<file path="src/rtl/iter_divider_if.sv">
// Request/result bundle between the EX stage (master) and the iterative divider (slave).
interface iter_divider_if #(
  parameter int DATA_WIDTH = 32
);
  logic                  start;
  logic                  signed_op;
  logic                  cancel;
  logic [DATA_WIDTH-1:0] dividend;
  logic [DATA_WIDTH-1:0] divisor;
  logic                  ready;
  logic                  stall_req;
  logic                  done;
  logic [DATA_WIDTH-1:0] quotient;
  logic [DATA_WIDTH-1:0] remainder;
  logic                  div_by_zero;

  modport master (
    output start, signed_op, cancel, dividend, divisor,
    input  ready, stall_req, done, quotient, remainder, div_by_zero
  );

  modport slave (
    input  start, signed_op, cancel, dividend, divisor,
    output ready, stall_req, done, quotient, remainder, div_by_zero
  );
endinterface

</file>
<file path="src/rtl/iter_divider.sv">
// Radix-2 restoring divider, one quotient bit per cycle, signed/unsigned with
// cancel, divide-by-zero shortcut and back-to-back issue from the DONE cycle.
module iter_divider #(
  parameter int DATA_WIDTH = 32
) (
  input  logic          clk,
  input  logic          rst,
  iter_divider_if.slave div
);
  localparam int W  = DATA_WIDTH;
  localparam int CW = $clog2(W);

  typedef enum logic [1:0] {IDLE, CALC, DONE} state_e;

  state_e         state_q, state_d;
  logic [W-1:0]   dvd_q, dvd_d;
  logic [W-1:0]   dvs_q, dvs_d;
  logic [W:0]     rem_q, rem_d;
  logic [CW-1:0]  cnt_q, cnt_d;
  logic           qneg_q, qneg_d;
  logic           rneg_q, rneg_d;
  logic [W-1:0]   quo_out_q, quo_out_d;
  logic [W-1:0]   rem_out_q, rem_out_d;
  logic           dbz_q, dbz_d;

  logic           ready;
  logic           accept;
  logic           last_iter;
  logic           divisor_zero;
  logic [W:0]     shifted;
  logic [W+1:0]   diff;
  logic           qbit;
  logic [W:0]     rem_next;
  logic [W-1:0]   quo_next;
  logic [W-1:0]   mag_a;
  logic [W-1:0]   mag_b;

  // State register
  always_ff @(posedge clk) begin
    if (rst) state_q <= IDLE;
    else     state_q <= state_d;
  end

  // Next-state logic
  always_comb begin
    state_d = state_q;
    case (state_q)
      IDLE, DONE: begin
        if (accept) state_d = divisor_zero ? DONE : CALC;
        else        state_d = IDLE;
      end
      CALC: begin
        if (div.cancel)     state_d = IDLE;
        else if (last_iter) state_d = DONE;
      end
      default: state_d = IDLE;
    endcase
  end

  // Output logic
  always_comb begin
    ready            = (state_q == IDLE) || (state_q == DONE);
    accept           = ready && div.start && !div.cancel;
    div.ready        = ready;
    div.done         = (state_q == DONE);
    div.stall_req    = !rst && (accept || (state_q == CALC));
    div.quotient     = quo_out_q;
    div.remainder    = rem_out_q;
    div.div_by_zero  = dbz_q;
  end

  assign divisor_zero = (div.divisor == '0);
  assign last_iter    = (cnt_q == CW'(W - 1));

  // One restoring step: shift in the next dividend bit, trial-subtract |divisor|
  always_comb begin
    shifted  = {rem_q[W-1:0], dvd_q[W-1]};
    diff     = {1'b0, shifted} - {2'b00, dvs_q};
    qbit     = !diff[W+1];
    rem_next = qbit ? diff[W:0] : shifted;
    quo_next = {dvd_q[W-2:0], qbit};
    mag_a    = (div.signed_op && div.dividend[W-1]) ? -div.dividend : div.dividend;
    mag_b    = (div.signed_op && div.divisor[W-1])  ? -div.divisor  : div.divisor;
  end

  always_comb begin
    dvd_d     = dvd_q;
    dvs_d     = dvs_q;
    rem_d     = rem_q;
    cnt_d     = cnt_q;
    qneg_d    = qneg_q;
    rneg_d    = rneg_q;
    quo_out_d = quo_out_q;
    rem_out_d = rem_out_q;
    dbz_d     = dbz_q;
    if (accept) begin
      dvd_d  = mag_a;
      dvs_d  = mag_b;
      rem_d  = '0;
      cnt_d  = '0;
      qneg_d = div.signed_op && (div.dividend[W-1] ^ div.divisor[W-1]);
      rneg_d = div.signed_op && div.dividend[W-1];
      if (divisor_zero) begin
        quo_out_d = '1;
        rem_out_d = div.dividend;
        dbz_d     = 1'b1;
      end
    end else if ((state_q == CALC) && !div.cancel) begin
      dvd_d = quo_next;
      rem_d = rem_next;
      cnt_d = cnt_q + CW'(1);
      if (last_iter) begin
        // Most-negative / -1 wraps naturally: |q| = 2^(W-1) negates to itself
        quo_out_d = qneg_q ? -quo_next : quo_next;
        rem_out_d = rneg_q ? -rem_next[W-1:0] : rem_next[W-1:0];
        dbz_d     = 1'b0;
      end
    end
  end

  always_ff @(posedge clk) begin
    if (rst) begin
      dvd_q     <= '0;
      dvs_q     <= '0;
      rem_q     <= '0;
      cnt_q     <= '0;
      qneg_q    <= 1'b0;
      rneg_q    <= 1'b0;
      quo_out_q <= '0;
      rem_out_q <= '0;
      dbz_q     <= 1'b0;
    end else begin
      dvd_q     <= dvd_d;
      dvs_q     <= dvs_d;
      rem_q     <= rem_d;
      cnt_q     <= cnt_d;
      qneg_q    <= qneg_d;
      rneg_q    <= rneg_d;
      quo_out_q <= quo_out_d;
      rem_out_q <= rem_out_d;
      dbz_q     <= dbz_d;
    end
  end
endmodule

</file>
<file path="src/flat_wrapper.sv">
// flat-port wrapper written by rule: the top's interface ports become plain ports
module iter_divider_flat 
#(
  parameter int DATA_WIDTH = 32
)
  (clk, rst, div_start, div_signed_op, div_cancel, div_dividend, div_divisor, div_ready, div_stall_req, div_done, div_quotient, div_remainder, div_div_by_zero);
  iter_divider_if #(.DATA_WIDTH(DATA_WIDTH)) div_i ();
  input  logic clk;
  input  logic rst;
  input wire logic [$bits(div_i.start)-1:0] div_start;
  input wire logic [$bits(div_i.signed_op)-1:0] div_signed_op;
  input wire logic [$bits(div_i.cancel)-1:0] div_cancel;
  input wire logic [$bits(div_i.dividend)-1:0] div_dividend;
  input wire logic [$bits(div_i.divisor)-1:0] div_divisor;
  output wire logic [$bits(div_i.ready)-1:0] div_ready;
  output wire logic [$bits(div_i.stall_req)-1:0] div_stall_req;
  output wire logic [$bits(div_i.done)-1:0] div_done;
  output wire logic [$bits(div_i.quotient)-1:0] div_quotient;
  output wire logic [$bits(div_i.remainder)-1:0] div_remainder;
  output wire logic [$bits(div_i.div_by_zero)-1:0] div_div_by_zero;
  assign div_i.start = div_start;
  assign div_i.signed_op = div_signed_op;
  assign div_i.cancel = div_cancel;
  assign div_i.dividend = div_dividend;
  assign div_i.divisor = div_divisor;
  assign div_ready = div_i.ready;
  assign div_stall_req = div_i.stall_req;
  assign div_done = div_i.done;
  assign div_quotient = div_i.quotient;
  assign div_remainder = div_i.remainder;
  assign div_div_by_zero = div_i.div_by_zero;
  iter_divider #(.DATA_WIDTH(DATA_WIDTH)) u_core (.clk(clk), .rst(rst), .div(div_i));
endmodule
</file>
<file path="config.mk">
export PLATFORM = sky130hd
export DESIGN_NAME = iter_divider_flat
export DESIGN_NICKNAME = d
export VERILOG_FILES = /design/src/rtl/iter_divider_if.sv /design/src/rtl/iter_divider.sv /design/src/flat_wrapper.sv
export SDC_FILE = /design/constraint.sdc
export NUM_CORES = 1
export LEC_CHECK = 0
export CORE_MARGIN = 2
export CORE_UTILIZATION = 60
export CTS_CLUSTER_SIZE = 12
export DETAILED_ROUTE_END_ITERATION = 10
export DONT_BUFFER_PORTS = 1
export GPL_TIMING_DRIVEN = 1
export PLACE_DENSITY_LB_ADDON = 0.2
export SLEW_MARGIN = 20
export SYNTH_ARGS = -nofsm -noshare
export SYNTH_HDL_FRONTEND = slang
export SYNTH_SLANG_ARGS = --single-unit
</file>
<file path="constraint.sdc">
create_clock -name clk -period 6.5 [get_ports clk]
set_input_delay 1.3 -clock clk [delete_from_list [all_inputs] [get_ports clk]]
set_output_delay 1.3 -clock clk [all_outputs]
set_load 0.01 [all_outputs]
</file>
==> results of run 1 <==
## metrics by stage
stage               total power [mW]  area, µm²
floorplan                       1.87      12000
global placement                2.06      11900
detailed placement              2.06      11900
CTS                             3.07      12500
global route                    3.22      12500
finish                          3.09      12500
## kinds of logic (layout without fill, tap and decap cells)
group	count (synthesis)	count (layout)	share of synthesized area, %
DFF	170	170	28.5
adders and majority gates	39	39	4.14
AOI/OAI and AO/OA	457	457	26.5
xor gates and xnor gates	131	131	9.66
muxes	28	28	2.40
and+or+nand+nor	607	607	23.0
buffers and inverters	162	101	5.83
## layout make-up
type                       count  area [µm²]  area share (%)
clock buffer                  17         425            3.40
inverter                      60         225            1.80
multi-input combinational   1262        7890            63.1
tap                          265         332            2.65
timing repair buffer           9        67.6           0.541
clock inverter                15         156            1.25
sequential                   170        3400            27.2
## routing by layer
metal | part of all wire [%] | GRT usage [%]
met1 | 43 | 47.3
met2 | 45 | 54.1
met3 | 10 | 8.87
met4 | 1.8 | 8.58
met5 | 0 | 0
## synthesized netlist by cell type, types with 13 or more instances
cell type    n  share of area, %
a21oi_1    111               4.6
xnor2_1     62               4.5
dfxtp_1    170                28
or4_1       13              0.82
nor2_1     222               7.0
nand3_1     29               1.2
clkbuf_1    75               2.4
or3_1       17              0.89
o31ai_1     21               1.3
inv_1       59               1.9
xor2_1      68               5.0
nor4_1      17              0.89
nand2_1    177               5.6
o21ai_0     68               2.8
a211oi_1    87               5.5
ha_1        38               4.0
nor3_1      58               2.4
mux2i_1     23               1.9
a311oi_1    45               3.3
## power by group through the flow
stage	registers, mW	logic [mW]	clock network (mW)
finish	1.12	0.954	1.02
floorplan	1.13	0.739	0
detailed placement	1.14	0.922	0
global placement	1.14	0.917	0
CTS	1.12	0.930	1.02
global route	1.12	1.03	1.06
## tightest hold or removal path, stage by stage, from the launching register on
cell and delay [ns]:
dfxtp_1 0.31, nand2_1 0.05, a21oi_1 0.05
## worst paths after layout
check                                      start                       end  slack, ns  depth (start not counted)
worst max-delay path            u_core.rem_q[25]  u_core.div.remainder[28]       1.21                         14
worst min-delay path            u_core.dvs_q[25]          u_core.dvs_q[25]       0.45                          2
worst max register to register  u_core.rem_q[25]  u_core.div.remainder[28]       1.21                         14
worst min register to register  u_core.dvs_q[25]          u_core.dvs_q[25]       0.45                          2
## sequential cells by signal (all words and copies together), names as in the netlist
register	cells
u_core.div.quotient	32
u_core.div.remainder	32
u_core.dvd_q	32
u_core.dvs_q	32
u_core.rem_q	32
u_core.cnt_q	5
u_core.state_q	2
u_core.div.div_by_zero	1
u_core.qneg_q	1
u_core.rneg_q	1
==> summary.md, run 1 <==
| Metric | Value |
|---|---|
| Synthesized flop and latch total | `170` |
| GRT overflow | `0` |
| Async set-or-reset flop fraction in the synthesized netlist | `0%` |
| Layout cells sized above 1 | `5.61%` |
| Crit path time final | `5.29 ns` |
| Number of synthesized flops with an enable pin | `0` |
| Post-CTS Hold Fix Bufs | `0` |
| Post-synthesis cell count | `1594` |
| Sequential-to-total area share from yosys stat | `28.5%` |
| Worst Tran Pin Value | `1.12 ns` |
| Routability cong. | `0.917` |
| CTS Buf Count | `17` |
| Synth cell types | `89` |
| Maxcap violations | `0` |
| Crit path max-delay family | `compound AO/OA/AOI/OAI gates` |
| DP HPWL | `26.8 mm` |
| Fmax | `189 MHz` |
| Die X | `145 µm` |
| Crit path largest cell delay | `0.65 ns` |
| Via/cell ratio | `6.55` |
| CTS tree | `built` |
| Syn avg cell area | `7.50 µm²` |
| Drt pass-1 iters | `5` |
| Setup slack at placement | `1.40 ns` |
| Synth Net Count | `1702` |
| Area delta synth->final | `4.51%` |
| Final setup vio count | `0` |
| DR vias | `11800` |
| Number of antenna violations at the first check in global routing | `0` |
| Fillcell total | `1821` |
| Clock slew at reported path FFs | `0.07 ns` |
| Net Sw Frac | `37.6%` |
| Clock network fraction of total power | `33.0%` |
| Depth of the CTS H-tree | `4` |
| DRT iter0 DRCs | `1206` |
| Root Buffer | `clkbuf_16` |
| Vias in the first global route | `10900` |
| Crit path buffers/inverters | `1` |
| Yosys warning total | `0` |
| Hold Violations, Final | `0` |
| Startpoint types | `flop` |
| Power Dens Cells | `247 nW/µm²` |
| Final core area utilization | `64.0%` |
| Post_cts resized | `0` |
| Chip height | `145 µm` |
| Critical path fanouts, max | `25` |
| Fin Clk Skew | `0.0104 ns` |
| Non-filler cells, final | `1798` |
| Post-Route WL | `36.9 mm` |
| Final slew viol count | `0` |
| Setup ws final | `1.21 ns` |
| Tot GR Track Use | `34.4%` |
| Inst Count DP | `1766` |
| Critical path endpoint category | `flop` |
| Mapped cell area | `12000 µm²` |
| Sequential Power Share | `36.2%` |
| Total setup buffers inserted after CTS | `0` |
| Switch Pwr | `1.16 mW` |
| Clock tree buffer depth | `2` |
| Worst skew pair latency | `0.44 ns` |
| Largest net degree at the start of global routing | `137` |
| Clock tree sinks | `170` |
| Hold Worst Slack | `0.453 ns` |
| N_diodes | `0` |
| Core region area | `19500 µm²` |
| Leak pwr | `4.44 nW` |
| CP Class | `flop to flop` |
| Nets | `1628` |
| Comb power frac | `30.8%` |
| Status | `finished, final reports clean` |
| Initial core utilization | `61.2%` |
| IO Pins | `137` |
| RSZ-0062 raised after global routing | `no` |
| IO Port Bufs | `0` |
| Worst rel slew slack | `25.4%` |
| Full die area | `21100 µm²` |
| First-pass GRT wire length | `59.0 mm` |
| Setup_tns | `0 ns` |
| Commonest cells after routing, fill and taps aside | `220 x nor2_1, 176 x nand2_1, 170 x dfxtp_1` |
| Hold Path Class | `flop to flop` |
| CP max stage cell | `o21a_1` |
| Drc violations | `0` |
| Period utilization | `81.4%` |
| Top FF cell, synth | `dfxtp_1` |
| Row count | `51` |
| Crit-path cells | `ha_1 -> a21oi_1 -> o21ai_1 -> a211oi_2 -> o21a_1 -> nand2_2 -> buf_4 -> o21ai_0 -> ha_1 -> o221ai_1 -> or3_4 -> o41ai_4 -> xnor2_1 -> a211oi_2` |
| WP data required | `6.86 ns` |
| Antenna-violating nets left | `0` |
| Worst VDD drop | `0.198 mV` |
| Worst Path Arrival | `5.65 ns` |
| Most common cell after layout, fill and taps aside | `nor2_1` |
| Drt wl/cell | `20.5 µm` |
| Internal cell power | `1.93 mW` |
No activity file was read; power rests on OpenSTA's default activity.
==> run 2: changes to the inputs <==
Clock period 6.5 ns to 5 ns, I/O delays scaled along.
==> run 2 against run 1 <==
- sequential cell count stayed put
- die area stayed put
- count of clock-buffer cells in the layout is 1 higher
- core utilization is 0.26 points higher
- total power is 30% higher
- hold slack better by 0.0098 ns
- combinational power is 32% higher
- cell area is 0.41% higher
- final cell count is 0.50% higher
==> summary.md, run 2 (same netlist as run 1, synthesis figures left out) <==
| Metric | Value |
|---|---|
| Comb power frac | `31.5%` |
| First-pass GRT wire length | `58.9 mm` |
| Drt wl/cell | `20.2 µm` |
| Maxcap violations | `0` |
| Root Buffer | `clkbuf_16` |
| Hold Path Class | `flop to flop` |
| Layout cells sized above 1 | `6.16%` |
| Area of the multi-input gates | `7890 µm²` |
| Vias in the first global route | `11000` |
| Worst Path Arrival | `4.89 ns` |
| Row count | `51` |
| Fmax | `221 MHz` |
| DR vias | `11800` |
| Clock tree buffer depth | `2` |
| IO Port Bufs | `0` |
| CP endpoint | `u_core.div.remainder[28]` |
| Chip height | `145 µm` |
| Hold Violations, Final | `0` |
| Post-Route WL | `36.5 mm` |
| RSZ-0062 raised after global routing | `no` |
| Setup_tns | `0 ns` |
| Antenna-violating nets left | `0` |
| Period utilization | `90.5%` |
| Via/cell ratio | `6.54` |
| Status | `finished, final reports clean` |
| Clock network fraction of total power | `32.4%` |
| Crit-path cells | `ha_1 -> a21oi_1 -> o21ai_1 -> nor3b_1 -> nor2_1 -> a21o_2 -> nand2_2 -> o21ai_0 -> ha_1 -> o221ai_1 -> or3_4 -> o41ai_4 -> xnor2_1 -> a211oi_2` |
| Commonest cells after routing, fill and taps aside | `220 x nor2_1, 176 x nand2_1, 170 x dfxtp_1` |
| Crit path largest cell delay | `0.51 ns` |
| CP max stage cell | `or3_4` |
| Critical path endpoint category | `flop` |
| Die X | `145 µm` |
| Critical path fanouts, max | `15` |
| Internal cell power | `2.51 mW` |
| GRT overflow | `0` |
| Power, Total | `4.01 mW` |
| Clock slew at reported path FFs | `0.07 ns` |
| Routability cong. | `1.03` |
| Worst skew pair latency | `0.45 ns` |
| Design Area, Final | `12500 µm²` |
| DRT iter0 DRCs | `1225` |
| Full die area | `21100 µm²` |
| N_diodes | `0` |
| Register area | `3400 µm²` |
| Sequential Power Share | `36.2%` |
| Drc violations | `0` |
| Switch Pwr | `1.50 mW` |
| R2r endpoint | `u_core.div.remainder[28]` |
| Crit path top cell by count | `ha_1` |
| Initial core utilization | `61.2%` |
| Post-Place Cell Area | `12000 µm²` |
| Final setup vio count | `0` |
| Core region area | `19500 µm²` |
| Crit path time final | `4.52 ns` |
| DP HPWL | `26.7 mm` |
| Depth of the CTS H-tree | `4` |
| CTS tree | `built` |
| Area delta synth->final | `4.94%` |
| Clock tree sinks | `170` |
| Most common cell after layout, fill and taps aside | `nor2_1` |
| Leak pwr | `4.47 nW` |
| FF-to-FF setup slack | `0.48 ns` |
| Nets | `1637` |
| Post_cts resized | `0` |
| Post-CTS Hold Fix Bufs | `0` |
| CTS Buf Count | `17` |
| Net Sw Frac | `37.4%` |
| Inst Count DP | `1775` |
| Reg-to-Reg Start | `u_core.rem_q[9]` |
| CP Launch Point | `u_core.rem_q[9]` |
| Fillcell total | `1789` |
| IO Pins | `137` |
| Final slew viol count | `0` |
| Worst VDD drop | `0.295 mV` |
| Worst Reg2Reg Path Length in Cells | `14` |
| Number of antenna violations at the first check in global routing | `0` |
| CP Class | `flop to flop` |
| Drt pass-1 iters | `6` |
| Startpoint types | `flop` |
| Worst rel slew slack | `29.6%` |
| Total setup buffers inserted after CTS | `0` |
| Power Dens Cells | `320 nW/µm²` |
| Worst Tran Pin Value | `1.05 ns` |
| Tot GR Track Use | `34.2%` |
| Fin Clk Skew | `0.0136 ns` |
| WP data required | `5.36 ns` |
| Largest net degree at the start of global routing | `137` |
| Non-filler cells, final | `1807` |
-- run 2: worst max-delay path, delay by kind of cell, from the launching register on --
family | cells | cell delay [ns]
AOI/OAI and AO/OA | 7 | 1.93
xor gates and xnor gates | 1 | 0.12
adders and majority gates | 2 | 0.68
DFF | 1 | 0.44
and+or+nand+nor | 4 | 1.27
-- run 2: power groups by stage --
stage | clock, mW | combinational, mW | sequential (mW)
2_1_floorplan | 0 | 0.961 | 1.46
3_3_place_gp | 0 | 1.21 | 1.48
3_5_place_dp | 0 | 1.22 | 1.48
4_1_cts | 1.31 | 1.23 | 1.45
5_1_grt | 1.36 | 1.37 | 1.46
6_report | 1.30 | 1.26 | 1.45
-- run 2: cell type report --
cell class / instances / area share (%)
flip-flops and latches: 170 / 27.1
clock buffers: 18 / 3.42
repair buffers: 18 / 1.08
well taps: 265 / 2.64
clock inverters: 14 / 1.05
inverters: 60 / 1.79
multi-input cells: 1262 / 62.9
-- run 2: per-layer routing --
metal  track usage, %  vias to the layer above  routed length (µm)
li1                 -                     5655                   -
met2             52.8                      576               16100
met5                0                        -                   0
met1             46.4                     5503               15800
met4             12.1                        0                 986
met3             8.71                       87                3570
-- run 2: worst min-delay path by stage --
stage | start | to | slack, ns | cells after the start
floorplan | u_core.dvs_q[25] | u_core.dvs_q[25] | 0.43 | 2
global placement | u_core.dvs_q[31] | u_core.dvs_q[31] | 0.44 | 2
detailed placement | u_core.dvs_q[0] | u_core.dvs_q[0] | 0.45 | 2
CTS | u_core.dvs_q[0] | u_core.dvs_q[0] | 0.46 | 2
global route | u_core.dvs_q[0] | u_core.dvs_q[0] | 0.49 | 2
finish | u_core.dvs_q[25] | u_core.dvs_q[25] | 0.46 | 2
-- run 2: metrics by stage --
stage / utilization, % / hold slack, ns / setup slack (ns)
5_1_grt: 64.3 / 0.487 / 0.0714
4_1_cts: 64.2 / 0.458 / 0.542
3_3_place_gp: 61.4 / 0.436 / 0.704
3_5_place_dp: 61.4 / 0.447 / 0.573
2_1_floorplan: - / 0.432 / 0.501
6_report: 64.3 / 0.463 / 0.475
